**config.mk**
```make
export PLATFORM = sky130hd
export DESIGN_NAME = rgb_light_sequencer
export DESIGN_NICKNAME = d
export VERILOG_FILES = /design/src/rtl/rgb_pkg.sv /design/src/rtl/rgb_light_sequencer_dwell_timer.sv /design/src/rtl/rgb_light_sequencer.sv
export SDC_FILE = /design/constraint.sdc
export NUM_CORES = 1
export LEC_CHECK = 0
export CORE_UTILIZATION = 42
export CTS_BUF_LIST = sky130_fd_sc_hd__clkbuf_2
export DETAILED_ROUTE_END_ITERATION = 6
export PLACE_DENSITY = 0.7
export SLEW_MARGIN = 10
export SYNTH_ARGS = -nofsm -noshare
export SYNTH_HDL_FRONTEND = slang
export SYNTH_SLANG_ARGS = --single-unit
```
**constraint.sdc**
```tcl
create_clock -name clk -period 2.9 [get_ports clk]
set_input_delay 0.58 -clock clk [delete_from_list [all_inputs] [get_ports clk]]
set_output_delay 0.58 -clock clk [all_outputs]
set_load 0.005 [all_outputs]
```
**src/rtl/rgb_pkg.sv**
```systemverilog
// Shared state encodings, colour codes and the saturated-colour ring used by
// the RGB light sequencer.
package rgb_pkg;

    typedef enum logic [1:0] {
        IDLE = 2'd0,
        RUN  = 2'd1,
        OVR  = 2'd2
    } state_t;

    localparam logic [2:0] COL_OFF     = 3'b000;
    localparam logic [2:0] COL_BLUE    = 3'b001;
    localparam logic [2:0] COL_GREEN   = 3'b010;
    localparam logic [2:0] COL_CYAN    = 3'b011;
    localparam logic [2:0] COL_RED     = 3'b100;
    localparam logic [2:0] COL_MAGENTA = 3'b101;
    localparam logic [2:0] COL_YELLOW  = 3'b110;
    localparam logic [2:0] COL_WHITE   = 3'b111;

    // 001 -> 010 -> ... -> 110 -> 001; off/white fall back into the ring.
    function automatic logic [2:0] next_colour(input logic [2:0] c);
        logic [2:0] n;
        case (c)
            COL_BLUE:    n = COL_GREEN;
            COL_GREEN:   n = COL_CYAN;
            COL_CYAN:    n = COL_RED;
            COL_RED:     n = COL_MAGENTA;
            COL_MAGENTA: n = COL_YELLOW;
            default:     n = COL_BLUE;
        endcase
        return n;
    endfunction

endpackage

```
**src/rtl/rgb_light_sequencer_dwell_timer.sv**
```systemverilog
// Dwell counter: signals done in the last cycle of each dwell period; a
// programmed dwell of 0 behaves as 1.
module dwell_timer #(
    parameter int DWELL_W = 8
) (
    input  logic               clk,
    input  logic               rst,
    input  logic               clr,
    input  logic               en,
    input  logic [DWELL_W-1:0] dwell,
    output logic               done
);

    logic [DWELL_W-1:0] cnt;
    logic [DWELL_W-1:0] dwell_q;
    logic [DWELL_W-1:0] last;

    assign last = (dwell_q == '0) ? '0 : dwell_q - DWELL_W'(1);
    assign done = en && !clr && (cnt == last);

    // dwell is latched on clear and at each terminal count, i.e. at the start of every step
    always_ff @(posedge clk or posedge rst) begin
        if (rst) begin
            cnt     <= '0;
            dwell_q <= '0;
        end else if (clr) begin
            cnt     <= '0;
            dwell_q <= dwell;
        end else if (en) begin
            if (cnt == last) begin
                cnt     <= '0;
                dwell_q <= dwell;
            end else begin
                cnt <= cnt + DWELL_W'(1);
            end
        end
    end

endmodule

```
**src/rtl/rgb_light_sequencer.sv**
```systemverilog
// Sequences the RGB converter through the six saturated colours, with a
// single req/gnt override that forces a fixed colour.
module rgb_light_sequencer
    import rgb_pkg::*;
#(
    parameter int DWELL_W = 8
) (
    input  logic               clk,
    input  logic               rst,
    input  logic               run,
    input  logic [DWELL_W-1:0] dwell,
    input  logic               ovr_req,
    input  logic [2:0]         ovr_colour,
    output logic               ovr_gnt,
    output logic [2:0]         colour,
    output logic               enable,
    output logic               step
);

    state_t     state, state_n;
    logic [2:0] saved, saved_n;
    logic [2:0] colour_n;
    logic       enable_n, gnt_n, step_n;
    logic       run_hold;
    logic       done;

    // Timer runs only while RUN continues; any exit or re-entry restarts it.
    assign run_hold = (state == RUN) && !ovr_req && run;

    dwell_timer #(.DWELL_W(DWELL_W)) u_timer (
        .clk   (clk),
        .rst   (rst),
        .clr   (!run_hold),
        .en    (run_hold),
        .dwell (dwell),
        .done  (done)
    );

    always_ff @(posedge clk or posedge rst) begin
        if (rst) begin
            state   <= IDLE;
            colour  <= COL_OFF;
            enable  <= 1'b0;
            ovr_gnt <= 1'b0;
            step    <= 1'b0;
            saved   <= COL_BLUE;
        end else begin
            state   <= state_n;
            colour  <= colour_n;
            enable  <= enable_n;
            ovr_gnt <= gnt_n;
            step    <= step_n;
            saved   <= saved_n;
        end
    end

    always_comb begin
        state_n  = state;
        colour_n = colour;
        enable_n = enable;
        gnt_n    = 1'b0;
        step_n   = 1'b0;
        saved_n  = saved;
        case (state)
            IDLE: begin
                enable_n = 1'b0;
                if (ovr_req) begin
                    state_n  = OVR;
                    gnt_n    = 1'b1;
                    enable_n = 1'b1;
                    colour_n = ovr_colour;
                end else if (run) begin
                    state_n  = RUN;
                    enable_n = 1'b1;
                    colour_n = saved;
                end
            end
            RUN: begin
                enable_n = 1'b1;
                if (ovr_req) begin
                    state_n  = OVR;
                    saved_n  = colour;
                    gnt_n    = 1'b1;
                    colour_n = ovr_colour;
                end else if (!run) begin
                    state_n  = IDLE;
                    saved_n  = colour;
                    enable_n = 1'b0;
                end else if (done) begin
                    colour_n = next_colour(colour);
                    step_n   = 1'b1;
                end
            end
            OVR: begin
                if (ovr_req) begin
                    gnt_n    = 1'b1;
                    enable_n = 1'b1;
                    colour_n = ovr_colour;
                end else if (run) begin
                    state_n  = RUN;
                    enable_n = 1'b1;
                    colour_n = saved;
                end else begin
                    state_n  = IDLE;
                    enable_n = 1'b0;
                end
            end
            default: begin
                state_n  = IDLE;
                enable_n = 1'b0;
            end
        endcase
    end

endmodule

```
Yosys cells after proc, flatten, opt, wreduce, memory -nomap -nowiden
Index checks and enable logic that the tools add are counted.
Widths: inputs -> output; s select.
{"block": "word_totals", "in_bits": 15, "word_cells": 64, "output_inout_bits": 6, "reg_bits": 27}
{"block": "classes", "n_eq_ne": 14, "reduce_logical": 11, "n_mux": 29, "addsub": 2}
{"op": "$mux 8", "n": 5}
{"op": "$mux 3", "n": 6}
{"op": "$pmux 3 s5", "n": 1}
{"op": "$ne 3x3->1 const B", "n": 4}
{"op": "$mux 1", "n": 10}
{"op": "$mux 2", "n": 5}
{"op": "$add 8x1->8 const B", "n": 1}
{"op": "$eq 8x8->1", "n": 1}
{"op": "$logic_not 8->1", "n": 1}
{"op": "$sub 8x1->8 const B", "n": 1}
{"op": "$eq 3x2->1 const B", "n": 2}
{"op": "$eq 3x3->1 const B", "n": 2}
{"op": "$pmux 2 s3", "n": 1}
{"op": "$pmux 3 s2", "n": 1}
{"op": "$reduce_and 3->1", "n": 2}
{"op": "$eq 3x1->1 const B", "n": 1}
{"op": "$logic_and 1x1->1", "n": 3}
{"op": "$reduce_or 3->1", "n": 1}
{"op": "$eq 2x1->1 const B", "n": 1}
{"op": "$eq 2x2->1 const B", "n": 1}
{"op": "$logic_not 2->1", "n": 1}
{"op": "$ne 2x1->1 const B", "n": 1}
{"op": "$ne 2x2->1 const B", "n": 1}
{"op": "$reduce_bool 2->1", "n": 1}
{"op": "2 further kinds", "n": 2}

Logic depth before layout (Yosys ltp)
{"block": "depth", "depth_word": 8, "ltp_mapped": 10}

Cells and area by module
A second synthesis with hierarchy kept.
{"block": "unflattened", "hier_cells": 184, "area_unflattened_um2": 1796.7}
{"module": "dwell_timer", "cells_each": 121, "area_each_um2": 1157.4, "instances": 1}
{"module": "rgb_light_sequencer", "cells_each": 63, "area_each_um2": 639.4, "instances": 1}

Worst setup path after synthesis
OpenSTA, ideal clock, no wires.
{"block": "synth_path", "path_type": "register to register", "startpoint": "register u_timer.dwell_q[0]", "endpoint": "register u_timer.dwell_q[5]", "path_slack_ns": 0.077, "arrival_ns": 2.697, "path_stages_with_launch": 11, "synth_period_minus_slack_ns": 2.823, "required_time_ns": 2.775, "cell_sequence": "dfrtp_1 -> clkbuf_1 -> inv_1 -> ha_1 -> or3b_1 -> o311a_1 -> o211ai_2 -> nand4_4 -> o31ai_4 -> buf_6 -> mux2_4"}
{"block": "synth_between", "elab_chain_len": 4, "elab_cells_between_ends": 5}
{"element": "start, declared", "line_no": "rgb_light_sequencer_dwell_timer.sv:15", "text": "logic [DWELL_W-1:0] dwell_q;"}
{"element": "start signal, assigned", "line_no": "rgb_light_sequencer_dwell_timer.sv:28", "text": "dwell_q <= dwell;"}
{"element": "start signal, assigned", "line_no": "rgb_light_sequencer_dwell_timer.sv:32", "text": "dwell_q <= dwell;"}
{"element": "$sub 8x1->8 or $logic_not 8->1 (tied branches)", "line_no": "rgb_light_sequencer_dwell_timer.sv:18", "text": "assign last = (dwell_q == '0) ? '0 : dwell_q - DWELL_W'(1);"}
{"element": "$mux 8 (*)", "line_no": "rgb_light_sequencer_dwell_timer.sv:18"}
{"element": "$eq 8x8->1 (*)", "line_no": "rgb_light_sequencer_dwell_timer.sv:30", "text": "if (cnt == last) begin"}
{"element": "$ne 2x1->1 (no line) (*)"}
Mark *: on every way between the ends. The rest lies on a longest branch, timed or not.
A chain may end at the register's enable or synchronous reset.

Worst setup path in the final report
{"block": "layout_path", "startpoint": "register u_timer.dwell_q[0]", "endpoint": "register u_timer.dwell_q[0]"}
Same word-level chain as after synthesis.

==> qor.json <==
{
  "final_area_um2": 2049,
  "route.antenna.remaining_nets": 0,
  "placeableCoreArea_um2": 4000,
  "timing.clock.skew_ns": 0.009026,
  "ys_ff_latch": 27,
  "place.port_buffers": 20,
  "synth_fp_nets": 202,
  "max_cap_viol_count": 0,
  "detail_route.drc_violations": 0,
  "groute.usage.overall_pct": 17.60,
  "synthDominantAreaCellType": "sky130_fd_sc_hd__dfrtp_1",
  "vdd_ir_max_uv": 192.7,
  "cts_resized": 0,
  "critical-path-max-stage-delay_ns": 0.49,
  "total_number_of_h_tree_levels": 1,
  "post_synth_instance_area_um2": 1760,
  "mean_number_of_vias_per_cell": 5.566,
  "via_total_after_detailed_routing": 1436,
  "comb_pwr_share_pct": 22.7,
  "critPathLaunchType": "flop",
  "worstPathRequired_ns": 3.19,
  "setup_viol": 0,
  "fp.dieArea_um2": 4454,
  "cts_inserted_buffers": 3,
  "routabilityCongestion": 0.7990,
  "netlist.area_leader.share_pct": 36.96,
  "critical_path.max_fanout": 6,
  "synthDistinctLibCells": 50,
  "hold_violations": 0,
  "initialDrtViolationCount": 89,
  "period_share_pct": 92.09,
  "timing_max_transition_violations_final": 0,
  "switching_share_of_total_power_pct": 30.20,
  "cts_tree": "yes",
  "cp_top_family": "compound AO/OA/AOI/OAI gates",
  "cts_setup_buffers": 0,
  "holdCritPathClass": "primary input to async pin",
  "grt_pass1_vias": 1273,
  "grt_setup_unrepaired": "false",
  "grt_antenna_before_repair": 0,
  "power.clock.fraction_pct": 18.8,
  "timing.critical_path.cells": "inv_1 > ha_1 > or3b_1 > o311a_1 > o211ai_2 > nand4_4 > o31ai_4 > buf_4 > mux2_2",
  "yosysMostFrequentCell": "sky130_fd_sc_hd__dfrtp_1",
  "routed_wire_length_per_instance_um": 13.62,
  "final_net_count": 226,
  "critical_path_arrival_ns": 2.96,
  "dpl_cell_area_um2": 2029,
  "global_route.overflow_total": 0,
  "area_delta_synth_final_pct": 16.42,
  "postSynthCellCount": 185,
  "chipHeight_um": 66.74,
  "synth_area_leaders": "sky130_fd_sc_hd__dfrtp_1 (37%), sky130_fd_sc_hd__mux2_2 (5.1%), sky130_fd_sc_hd__xor2_1 (4.0%), sky130_fd_sc_hd__nor2_1 (3.6%), sky130_fd_sc_hd__a21oi_1 (2.8%)",
  "synth_edf_count": 0,
  "drt_first_pass_iters": 4,
  "cts_root_buf": "sky130_fd_sc_hd__clkbuf_2",
  "status": "finished clean",
  "avgSynthCellArea_um2": 9.516,
  "floorplan.rows": 23,
  "critical_path_buf_inv_count": 2,
  "prevailing_post_synth_register_cell": "sky130_fd_sc_hd__dfrtp_1",
  "drive_gt1_share_pct": 14.90,
  "slew_headroom_pct": 62.51,
  "cts_hold_buf": 0,
  "finalCriticalPeriod_ns": 2.671,
  "clock_sinks": 27,
  "seq_power_share_pct": 58.5,
  "worst_path_max_delay_cell": "sky130_fd_sc_hd__dfrtp_1",
  "synth_top_cells_by_count": "sky130_fd_sc_hd__dfrtp_1 (26), sky130_fd_sc_hd__nor2_1 (17), sky130_fd_sc_hd__nand2_1 (11)",
  "finalWirelength_mm": 3.514,
  "grt_pass1_wl_mm": 5.892,
  "setup.worst_path.class": "flop to flop",
  "clockBufferDepth": 2,
  "net-switching-power_mw": 0.2342,
  "antenna-diode-count": 0,
  "dieWidth_um": 66.74,
  "worst_setup_hold_path_clk_slew_ns": 0.26,
  "power.density_nw_per_um2": 378.5,
  "clock.fmax_mhz": 374.4,
  "synth-async-reset-ratio_pct": 100.0,
  "grt_max_degree": 28,
  "clock_latency_ns": 0.37,
  "internal_power_mw": 0.5415,
  "layout.core_utilization_pct": 51.24,
  "seq_area_frac_synth_pct": 38.45,
  "timing.critical_path.to_type": "flop",
  "yosysWarningCount": 0,
  "top_level_ports": 21,
  "worst_pin_slew_ns": 0.5572,
  "cellLeakagePower_nw": 0.8301,
  "place_hpwl_mm": 2.673,
  "initial_utilization_pct": 44.01,
  "setup_total_negative_slack_ns": 0
}
-- stage by stage --
step / power (mW) / hold slack [ns] / cells / setup slack (ns)
6_report: 0.7757 / 0.5113 / 258 / 0.2292
5_1_grt: 0.8183 / 0.5710 / 258 / 0.05375
4_1_cts: 0.7814 / 0.5256 / 258 / 0.1974
3_5_place_dp: 0.6374 / 0.4965 / 254 / 0.2359
3_3_place_gp: 0.6340 / 0.4922 / 254 / 0.2937
2_1_floorplan: 0.5680 / 0.4815 / 185 / 0.07749
-- cell families (layout without fill, tap and decap cells) --
| family | Yosys count | count (layout) | share of synthesized area (%) |
|---|---|---|---|
| compound gates | 45 | 45 | 19.05 |
| fa+ha+maj | 2 | 2 | 1.421 |
| mux | 13 | 13 | 8.813 |
| xor+xnor | 11 | 11 | 5.473 |
| buf+inv | 17 | 40 | 4.762 |
| flops | 27 | 27 | 38.45 |
| simple gates | 70 | 70 | 22.03 |
-- state kept, by name (all words and copies together) (netlist names) --
register and cells:
saved 3, u_timer.cnt 8, step 1, state 2
colour 3, enable 1, ovr_gnt 1, u_timer.dwell_q 8
-- layout by cell type (no fill, tap or decap), types with 2 or more instances in the layout --
cell	netlist	routed
sky130_fd_sc_hd__nand2b_1	5	5
sky130_fd_sc_hd__nor2b_1	8	8
sky130_fd_sc_hd__dfrtp_1	26	26
sky130_fd_sc_hd__nand3_1	6	6
sky130_fd_sc_hd__clkdlybuf4s50_1	0	20
sky130_fd_sc_hd__o311ai_0	3	3
sky130_fd_sc_hd__o21ai_0	8	8
sky130_fd_sc_hd__buf_4	1	8
sky130_fd_sc_hd__and3_1	4	4
sky130_fd_sc_hd__nand2_1	11	11
sky130_fd_sc_hd__nor3_1	5	5
sky130_fd_sc_hd__nor2_1	17	17
sky130_fd_sc_hd__a31oi_1	2	2
sky130_fd_sc_hd__or3_1	2	2
sky130_fd_sc_hd__a21oi_1	10	10
sky130_fd_sc_hd__mux2_2	8	8
sky130_fd_sc_hd__nor3b_1	2	2
sky130_fd_sc_hd__nor4_1	3	3
sky130_fd_sc_hd__inv_1	8	8
sky130_fd_sc_hd__clkbuf_2	0	3
sky130_fd_sc_hd__a211oi_1	6	6
sky130_fd_sc_hd__mux2_4	3	3
sky130_fd_sc_hd__xnor2_1	3	3
sky130_fd_sc_hd__ha_1	2	2
sky130_fd_sc_hd__mux2i_1	2	2
sky130_fd_sc_hd__a22oi_1	2	2
sky130_fd_sc_hd__xor2_1	8	8
-- power by group through the flow --
stage	Clock (mW)	Combinational, mW	Sequential (mW)
after floorplan	0	0.126	0.442
after detailed placement	0	0.177	0.461
after global routing	0.161	0.196	0.461
after global placement	0	0.175	0.459
final	0.146	0.176	0.454
after CTS	0.150	0.178	0.454
-- worst paths after layout --
path | start | end | slack (ns) | cells past startpoint
worst max-delay path | u_timer.dwell_q[0] | u_timer.dwell_q[0] | 0.23 | 9
worst min-delay path | rst | u_timer.cnt[6] | 0.51 | 3
worst max register to register | u_timer.dwell_q[0] | u_timer.dwell_q[0] | 0.23 | 9
worst min register to register | saved[2] | saved[2] | 0.55 | 1
max in group asynchronous | rst | saved[0] | 2.08 | 3
min in group clk | saved[2] | saved[2] | 0.55 | 1
-- per-layer routing --
layer / share of wire [%] / wire, um / GRT usage (%)
met5: 0 / 0 / 0
met4: 1.2 / 42 / 6.383
met3: 2.6 / 93 / 2.055
met2: 48 / 1672 / 27.90
met1: 49 / 1705 / 24.41
-- final cells by class --
cell class	count	area (um2)
Clock buffer	3	15.01
Clock inverter	1	5.005
Fill cell	379	1951
Inverter	8	30.03
Multi-Input combinational cell	141	999.7
Sequential cell	27	676.9
Tap cell	50	62.56
Timing Repair Buffer	28	260.3
-- worst min-delay path: stages --
cell	delay [ns]
sky130_fd_sc_hd__clkdlybuf4s50_1	0.39
sky130_fd_sc_hd__inv_1	0.05
sky130_fd_sc_hd__buf_4	0.31
Note: power is estimated with default switching activity, not from simulation.
